[config.mk]
export PLATFORM = sky130hd
export DESIGN_NAME = t05_htree_sequencer
export DESIGN_NICKNAME = d
export VERILOG_FILES = /design/src/rtl/t05_huff_pkg.sv /design/src/rtl/t05_htree_sequencer.sv
export SDC_FILE = /design/constraint.sdc
export NUM_CORES = 1
export LEC_CHECK = 0
export ABC_AREA = 1
export CAP_MARGIN = 10
export CORE_UTILIZATION = 40
export CTS_CLUSTER_DIAMETER = 50
export DETAILED_ROUTE_END_ITERATION = 10
export PLACE_DENSITY = 0.86
export SYNTH_ARGS = -nofsm -noshare
export SYNTH_HDL_FRONTEND = slang
export SYNTH_SLANG_ARGS = --single-unit
[constraint.sdc]
create_clock -name clk -period 4.64 [get_ports clk]
set_clock_uncertainty 0.2 [all_clocks]
set_input_delay 0.696 -clock clk [delete_from_list [all_inputs] [get_ports clk]]
set_output_delay 0.696 -clock clk [all_outputs]
set_load 0.02 [all_outputs]
[src/rtl/t05_huff_pkg.sv]
// Shared types and constants for the Huffman tree-build sequencer.
package t05_huff_pkg;

   localparam int NODE_BASE  = 256;  // first weight-table address of an internal node
   localparam int MAX_LEAVES = 129;  // most leaves whose tree fits in the node table
   localparam int SCAN_LEN   = 384;  // weight-table entries per scan (256 leaves + 128 nodes)
   localparam int WDOG_MAX   = 400;  // SCAN cycles allowed before the build is abandoned

   typedef enum logic [2:0] {
      IDLE   = 3'd0,
      CLEAR  = 3'd1,
      SCAN   = 3'd2,
      CHECK  = 3'd3,
      WIPE1  = 3'd4,
      WIPE2  = 3'd5,
      WRITE  = 3'd6,
      FINISH = 3'd7
   } state_e;

endpackage

[src/rtl/t05_htree_sequencer.sv]
// Huffman tree-build sequencer: repeatedly asks an external least-value
// scanner for the two lightest weight-table entries, zeroes them, writes
// their sum as a new internal node, and stops after leaf_count-1 merges.
//
// Handshake: start is a single-cycle request that is accepted only in IDLE;
// busy is high from the cycle after acceptance until the done pulse has been
// issued, and any start seen while busy is dropped without side effects.
module t05_htree_sequencer
   import t05_huff_pkg::*;
#(
   parameter int SCAN_LEN = t05_huff_pkg::SCAN_LEN,
   parameter int WDOG_MAX = t05_huff_pkg::WDOG_MAX
) (
   input  logic         clk,
   input  logic         rst,
   input  logic         start,
   input  logic [8:0]   leaf_count,
   input  logic         flv_fin,
   input  logic [8:0]   flv_least1,
   input  logic [8:0]   flv_least2,
   input  logic [63:0]  flv_sum,
   output logic         flv_en,
   output logic         flv_clr,
   output logic         wt_wr_en,
   output logic [8:0]   wt_wr_addr,
   output logic [63:0]  wt_wr_data,
   output logic         node_wr_en,
   output logic [6:0]   node_addr,
   output logic [81:0]  node_data,
   output logic         busy,
   output logic         done,
   output logic         err,
   output logic [7:0]   node_cnt,
   output state_e       dbg_state
);

   // A shorter weight table leaves room for fewer internal nodes, so the leaf limit shrinks with it.
   localparam int LEAF_FIT   = SCAN_LEN - NODE_BASE + 1;
   localparam int LEAF_LIMIT = (LEAF_FIT < MAX_LEAVES) ? LEAF_FIT : MAX_LEAVES;
   localparam int WD_W       = $clog2(WDOG_MAX + 1);

   state_e            state_q, state_d;
   logic [WD_W-1:0]   wd_q, wd_d;
   logic              err_q, err_d;
   logic [7:0]        node_cnt_q, node_cnt_d;
   logic [8:0]        leaf_q, leaf_d;
   logic [8:0]        l1_q, l1_d;
   logic [8:0]        l2_q, l2_d;
   logic [63:0]       sum_q, sum_d;
   logic [WD_W-1:0]   wd_inc;

   assign wd_inc = wd_q + WD_W'(1);

   // State and datapath registers; reset returns everything to an idle, empty build.
   always_ff @(posedge clk or posedge rst) begin
      if (rst) begin
         state_q    <= IDLE;
         wd_q       <= '0;
         err_q      <= 1'b0;
         node_cnt_q <= '0;
         leaf_q     <= '0;
         l1_q       <= '0;
         l2_q       <= '0;
         sum_q      <= '0;
      end else begin
         state_q    <= state_d;
         wd_q       <= wd_d;
         err_q      <= err_d;
         node_cnt_q <= node_cnt_d;
         leaf_q     <= leaf_d;
         l1_q       <= l1_d;
         l2_q       <= l2_d;
         sum_q      <= sum_d;
      end
   end

   // Next-state and register updates for one merge round per CLEAR..WRITE pass.
   always_comb begin
      state_d    = state_q;
      wd_d       = wd_q;
      err_d      = err_q;
      node_cnt_d = node_cnt_q;
      leaf_d     = leaf_q;
      l1_d       = l1_q;
      l2_d       = l2_q;
      sum_d      = sum_q;
      case (state_q)
         IDLE: begin
            if (start) begin
               err_d      = 1'b0;
               node_cnt_d = '0;
               leaf_d     = leaf_count;
               if (leaf_count == 9'd0 || leaf_count > 9'(LEAF_LIMIT)) begin
                  err_d   = 1'b1;
                  state_d = FINISH;
               end else if (leaf_count == 9'd1) begin
                  state_d = FINISH;
               end else begin
                  state_d = CLEAR;
               end
            end
         end
         CLEAR: begin
            wd_d    = '0;
            state_d = SCAN;
         end
         SCAN: begin
            wd_d = wd_inc;
            if (flv_fin) begin
               state_d = CHECK;
            end else if (wd_inc == WD_W'(WDOG_MAX)) begin
               err_d   = 1'b1;
               state_d = FINISH;
            end
         end
         CHECK: begin
            l1_d  = flv_least1;
            l2_d  = flv_least2;
            sum_d = flv_sum;
            // Equal indices or a zero sum mean the table held fewer than two live entries.
            if (flv_least1 == flv_least2 || flv_sum == 64'd0) begin
               err_d   = 1'b1;
               state_d = FINISH;
            end else begin
               state_d = WIPE1;
            end
         end
         WIPE1: state_d = WIPE2;
         WIPE2: state_d = WRITE;
         WRITE: begin
            node_cnt_d = (node_cnt_q == 8'd128) ? node_cnt_q : node_cnt_q + 8'd1;
            if ({1'b0, node_cnt_d} == leaf_q - 9'd1) state_d = FINISH;
            else                                   state_d = CLEAR;
         end
         FINISH: state_d = IDLE;
         default: state_d = IDLE;
      endcase
   end

   // Moore outputs: write strobes only in WIPE1, WIPE2 and WRITE, one weight write per cycle.
   always_comb begin
      flv_en     = 1'b0;
      flv_clr    = 1'b0;
      wt_wr_en   = 1'b0;
      wt_wr_addr = '0;
      wt_wr_data = '0;
      node_wr_en = 1'b0;
      node_addr  = '0;
      node_data  = '0;
      case (state_q)
         CLEAR: flv_clr = 1'b1;
         SCAN:  flv_en  = 1'b1;
         WIPE1: begin
            wt_wr_en   = 1'b1;
            wt_wr_addr = l1_q;
         end
         WIPE2: begin
            wt_wr_en   = 1'b1;
            wt_wr_addr = l2_q;
         end
         WRITE: begin
            wt_wr_en   = 1'b1;
            wt_wr_addr = 9'(NODE_BASE) | {2'b00, node_cnt_q[6:0]};
            wt_wr_data = sum_q;
            node_wr_en = 1'b1;
            node_addr  = node_cnt_q[6:0];
            node_data  = {l1_q, l2_q, sum_q};
         end
         default: ;
      endcase
   end

   assign busy      = (state_q != IDLE);
   assign done      = (state_q == FINISH);
   assign err       = err_q;
   assign node_cnt  = node_cnt_q;
   assign dbg_state = state_q;

endmodule

==> flow_summary.ini, run 1 <==
[yosys]
synth_area_um2 = 6660
avgSynthCellArea_um2 = 6.98
synthTopCellsByArea = dfrtp_1, nand2_1, nor2_1, inv_1, o21ai_0
seq_area_frac_synth = 0.421
yosys_warnings = 0
synth_cell_types = 30
synth_top_area_share = 0.421
ys_seq_elements = 112
syn_nets = 1054
netlist_instances = 954
synth_top_cell_by_area = dfrtp_1

[floorplanning]
start_util = 0.415
rows = 46
die_w_um = 131
die_area_um2 = 17200
io_pins = 275
die_height_um = 131
core_um2 = 16100

[global_routing]
grt_pass1_vias = 6117
grt_max_degree = 87
globalRouteTotalUtil = 0.222
gr-total-overflow = 0
antenna_found_initial = 0
grt_pass1_wl_mm = 29.3

[power]
leakagePower_uw = 0.00423
intPower_uw = 2860
swShare = 0.444
power_uw = 5160
seqPwrFrac = 0.328
p_comb_frac = 0.530
switching_power_uw = 2290
clkPwrFrac = 0.142
p_per_area_nw_per_um2 = 549
peakVddDrop_uv = 341

[critical_path]
crit_fanout = 59
rr_worst_depth = 5
cp.required_ns = 3.74
r2r-start = dbg_state[0]
crit_type = reg -> out
startpoint = dbg_state[0]
crit_path_end_kind = output port
start_kind = flip-flop
crit_arrival_ns = 2.95

[route]
drt_drc_violations_left = 0
dr_total_vias = 6527
dr.pass1.iters = 5
first_iter_violations = 372
avgRoutedWirePerCell_um = 13.7
route.antenna.remaining_nets = 0
vias_per_cell = 4.76
routed_wl_mm = 18.8

[run]
maxCapViolCount = 0

[hold_path]
min_path_type = reg -> reg
worstHoldPathCells = 2
hold_start = err

[timing]
fin_crit_sh = 0.828
setup_viol = 0
finalSetupTns_ns = 0
maxSlewViolCount = 0
worst_pin_slew_ns = 0.976
max_slew_margin = 0.349
period_minus_slack_ns = 3.84
finalHoldViolations = 0
timing.fmax_mhz = 260
rsz0062_at_grt = no

[clock_tree]
clock_tree.root_cell = clkbuf_16
cts-buffers-inserted = 9
cts_setup_buffers = 0
cts_hold_buf = 0
htreeDepth = 3
clkSinkCount = 112
clockBufferDepth = 2
clock_latency_ns = 0.35
cts_tree = yes
clk_pin_slew_worst_paths_ns = 0.07
ctsResizeCount = 0

[run_status]
status = complete, no violations

[final_layout]
fin_nets = 1250
drive_gt1_frac = 0.0390
postLayoutCellArea_um2 = 9390
antenna_cells = 0
area_growth_pct = 41.0

[place]
dp_hpwl_mm = 14.5
gp_congestion = 0.886
placed_cell_area_um2 = 9110
portBuffers = 274
[sequential cells by signal (all words and copies together) (netlist names)]
signal and flops:
leaf_q 9, dbg_state 3, wd_q 9, err 1, node_cnt 8, sum_q 64
l1_q 9, l2_q 9
[worst max-delay path, stage by stage, from the launching register on]
cell and delay (ns):
dfrtp_1 0.53, inv_1 0.16, nand3_4 0.50, buf_4 0.49
nor2_1 0.19, clkdlybuf4s50_1 0.65
[synth_stat cells]
library cell  count
o22ai_1           9
o211ai_1          1
a21oi_2           1
nand3_1          25
nor3_1            2
buf_1             5
a21oi_1           9
buf_4            66
a21boi_2          1
o21ai_0         101
clkbuf_1         11
xor2_1            4
o221ai_1          1
o21ai_2           1
nand2_1         234
nand2_2           4
nor2_2            6
inv_2             3
or2_2             1
dfrtp_1         112
nor2_1          175
xnor2_1           3
buf_2            13
inv_1           141
nand3_2           4
nor2_8            1
ha_1              5
nand4_1           7
a221o_1           7
nor3b_1           1
[placed cells by master, fill, tap and decap left out, types with 7 or more instances in the layout]
cell,instances
nand3_1,25
dfrtp_1,112
clkbuf_16,9
nand2_1,234
o21ai_0,101
a21oi_1,9
o22ai_1,9
clkdlybuf4s50_1,274
nor2_1,174
inv_1,140
a221o_1,7
nand4_1,7
[cell families after synthesis]
| logic type | synth area share |
|---|---|
| simple gates | 0.278 |
| buf+inv | 0.174 |
| compound gates | 0.108 |
| flops | 0.421 |
| xor+xnor | 0.00921 |
| fa+ha+maj | 0.00939 |
[power groups by stage]
stage | Sequential, µW | Combinational (µW) | Clock, µW
after CTS | 1690 | 2750 | 747
after detailed placement | 1700 | 2730 | 0
after global routing | 1730 | 3030 | 786
after global placement | 1680 | 2670 | 0
final | 1690 | 2730 | 732
after floorplan | 1670 | 1780 | 0
[final timing paths]
path                                      to  slack (ns)
worst max register to register   node_cnt[3]        2.26
max in group asynchronous          sum_q[25]        2.67
min in group asynchronous          sum_q[37]        0.74
worst min register to register           err        0.28
worst max-delay path            node_data[7]        0.80
worst min-delay path                     err        0.28
[per-layer routing]
| layer | vias to the layer above | track usage | part of all wire |
|---|---|---|---|
| li1 | 3257 | - | - |
| met1 | 2998 | 0.274 | 0.42 |
| met2 | 257 | 0.381 | 0.49 |
| met3 | 15 | 0.0627 | 0.080 |
| met4 | 0 | 0.0541 | 0.011 |
| met5 | - | 0 | 0 |
[metrics by stage]
stage          setup slack (ns)  cells  utilization  hold WS [ns]
6_report                  0.796   1371        0.585         0.281
3_5_place_dp               1.19   1355        0.568         0.273
5_1_grt                   0.576   1371        0.585         0.318
2_1_floorplan             0.785    954            -         0.300
4_1_cts                   0.799   1371        0.585         0.292
3_3_place_gp               1.24   1355        0.568         0.259
[area by class of cell]
cell class              instances  area (µm²)
well taps                     216         270
clock buffers                  10         229
fillers                      1423        6670
repair buffers                280        2790
flip-flops and latches        112        2800
inverters                     144         543
clock inverters                 6        43.8
multi-input cells             603        2710
(Power assumes the default switching activity.)
==> inputs of run 2 (changes only) <==
Clock period 4.64 ns to 3.8 ns, I/O delays scaled along.
==> run 2 against run 1 <==
Hold slack improved by 0.053 ns. Critical path depth unchanged. Utilization increased by 0.31 points. Highest routed layer unchanged.
==> flow_summary.ini, run 2 (synthesis gave the netlist of run 1 again) <==
[route]
drt_drc_violations_left = 0
first_iter_violations = 433
vias_per_cell = 4.78
routed_wl_mm = 19.1
dr.pass1.iters = 6
dr_total_vias = 6565
avgRoutedWirePerCell_um = 14.0
route.antenna.remaining_nets = 0

[critical_path]
r2r-start = dbg_state[0]
crit_arrival_ns = 2.55
critPathMaxStageDelay_ns = 0.58
crit_chain = inv_1 > nand3_4 > buf_4 > o221ai_1 > clkdlybuf4s50_1
worstReg2RegEnd = dbg_state[1]
cp.required_ns = 3.03
cpMaxStageDelayCell = dfrtp_1
endpoint = wt_wr_addr[8]
startpoint = dbg_state[0]
r2r_slack_ns = 1.50
crit_path_end_kind = output port
rr_worst_depth = 12
start_kind = flip-flop
crit_fanout = 44
crit_type = reg -> out

[global_routing]
antenna_found_initial = 0
grt_pass1_wl_mm = 30.1
grt_pass1_vias = 6357
globalRouteTotalUtil = 0.228
gr-total-overflow = 0
grt_max_degree = 105

[timing]
maxSlewViolCount = 0
setup_viol = 0
timing.fmax_mhz = 301
fin_crit_sh = 0.875
max_slew_margin = 0.444
period_minus_slack_ns = 3.32
worst_pin_slew_ns = 0.833
finalHoldViolations = 0
rsz0062_at_grt = no
finalSetupTns_ns = 0

[run_status]
status = complete, no violations

[floorplanning]
die_area_um2 = 17200
die_height_um = 131
start_util = 0.415
io_pins = 275
die_w_um = 131
rows = 46
core_um2 = 16100

[power]
power_uw = 6390
peakVddDrop_uv = 381
p_per_area_nw_per_um2 = 678
leakagePower_uw = 0.00427

[clock_tree]
clockBufferDepth = 2
clock_latency_ns = 0.35
clock_tree.root_cell = clkbuf_16
cts_hold_buf = 0
clk_pin_slew_worst_paths_ns = 0.07
clkSinkCount = 112
cts-buffers-inserted = 9
htreeDepth = 3
ctsResizeCount = 0
cts_tree = yes
cts_setup_buffers = 0

[final_layout]
regMostFlops = sum_q
final_common_cell = clkdlybuf4s50_1
layout_common_cells = clkdlybuf4s50_1, nand2_1, nor2_1, inv_1, dfrtp_1
antenna_cells = 0
largest_reg_flops = 64
area_growth_pct = 41.7
fin_nets = 1252
drive_gt1_frac = 0.0407

[place]
portBuffers = 274
dp_hpwl_mm = 14.6
gp_congestion = 0.902

[run]
maxCapViolCount = 0

[hold_path]
min_path_type = reg -> reg
run 2: cell type report:
class,instances,area (µm²)
Sequential cell,112,2800
Inverter,144,543
Clock inverter,6,70.1
Fill cell,1379,6620
Multi-Input combinational cell,603,2710
Timing Repair Buffer,282,2820
Tap cell,216,270
Clock buffer,9,225
run 2: worst min path at each step:
stage	startpoint	cells past startpoint	end
6_report	err	2	err
2_1_floorplan	leaf_q[8]	2	leaf_q[8]
4_1_cts	err	2	err
5_1_grt	sum_q[3]	2	sum_q[3]
3_5_place_dp	err	2	err
3_3_place_gp	err	2	err
run 2: critical path, delay by kind of cell, from the launching register on:
| kind | cells | cell delay (ns) |
|---|---|---|
| simple gates | 1 | 0.22 |
| buf+inv | 3 | 1.16 |
| flops | 1 | 0.58 |
| compound gates | 1 | 0.21 |
run 2: per-layer routing:
metal / global-route usage / part of all wire
met2: 0.397 / 0.49
met5: 0 / 0
met3: 0.0607 / 0.080
met1: 0.268 / 0.40
met4: 0.0845 / 0.027
run 2: metrics by stage:
stage / worst slack [ns] / instance area [µm²] / hold WS, ns / util / std cells
final: 0.477 / 9440 / 0.333 / 0.588 / 1372
after global routing: 0.342 / 9440 / 0.355 / 0.588 / 1372
after CTS: 0.465 / 9440 / 0.339 / 0.588 / 1372
after detailed placement: 0.843 / 9140 / 0.309 / 0.569 / 1357
after global placement: 0.929 / 9140 / 0.301 / 0.569 / 1357
after floorplan: 0.0710 / 6660 / 0.300 / - / 954
run 2: report_power, final:
group          internal [µW]  total (µW)  leakage (µW)  switching, µW
clock                    513         957      0.000146            444
sequential              1740        2060       0.00139            322
combinational           1320        3380       0.00273           2050
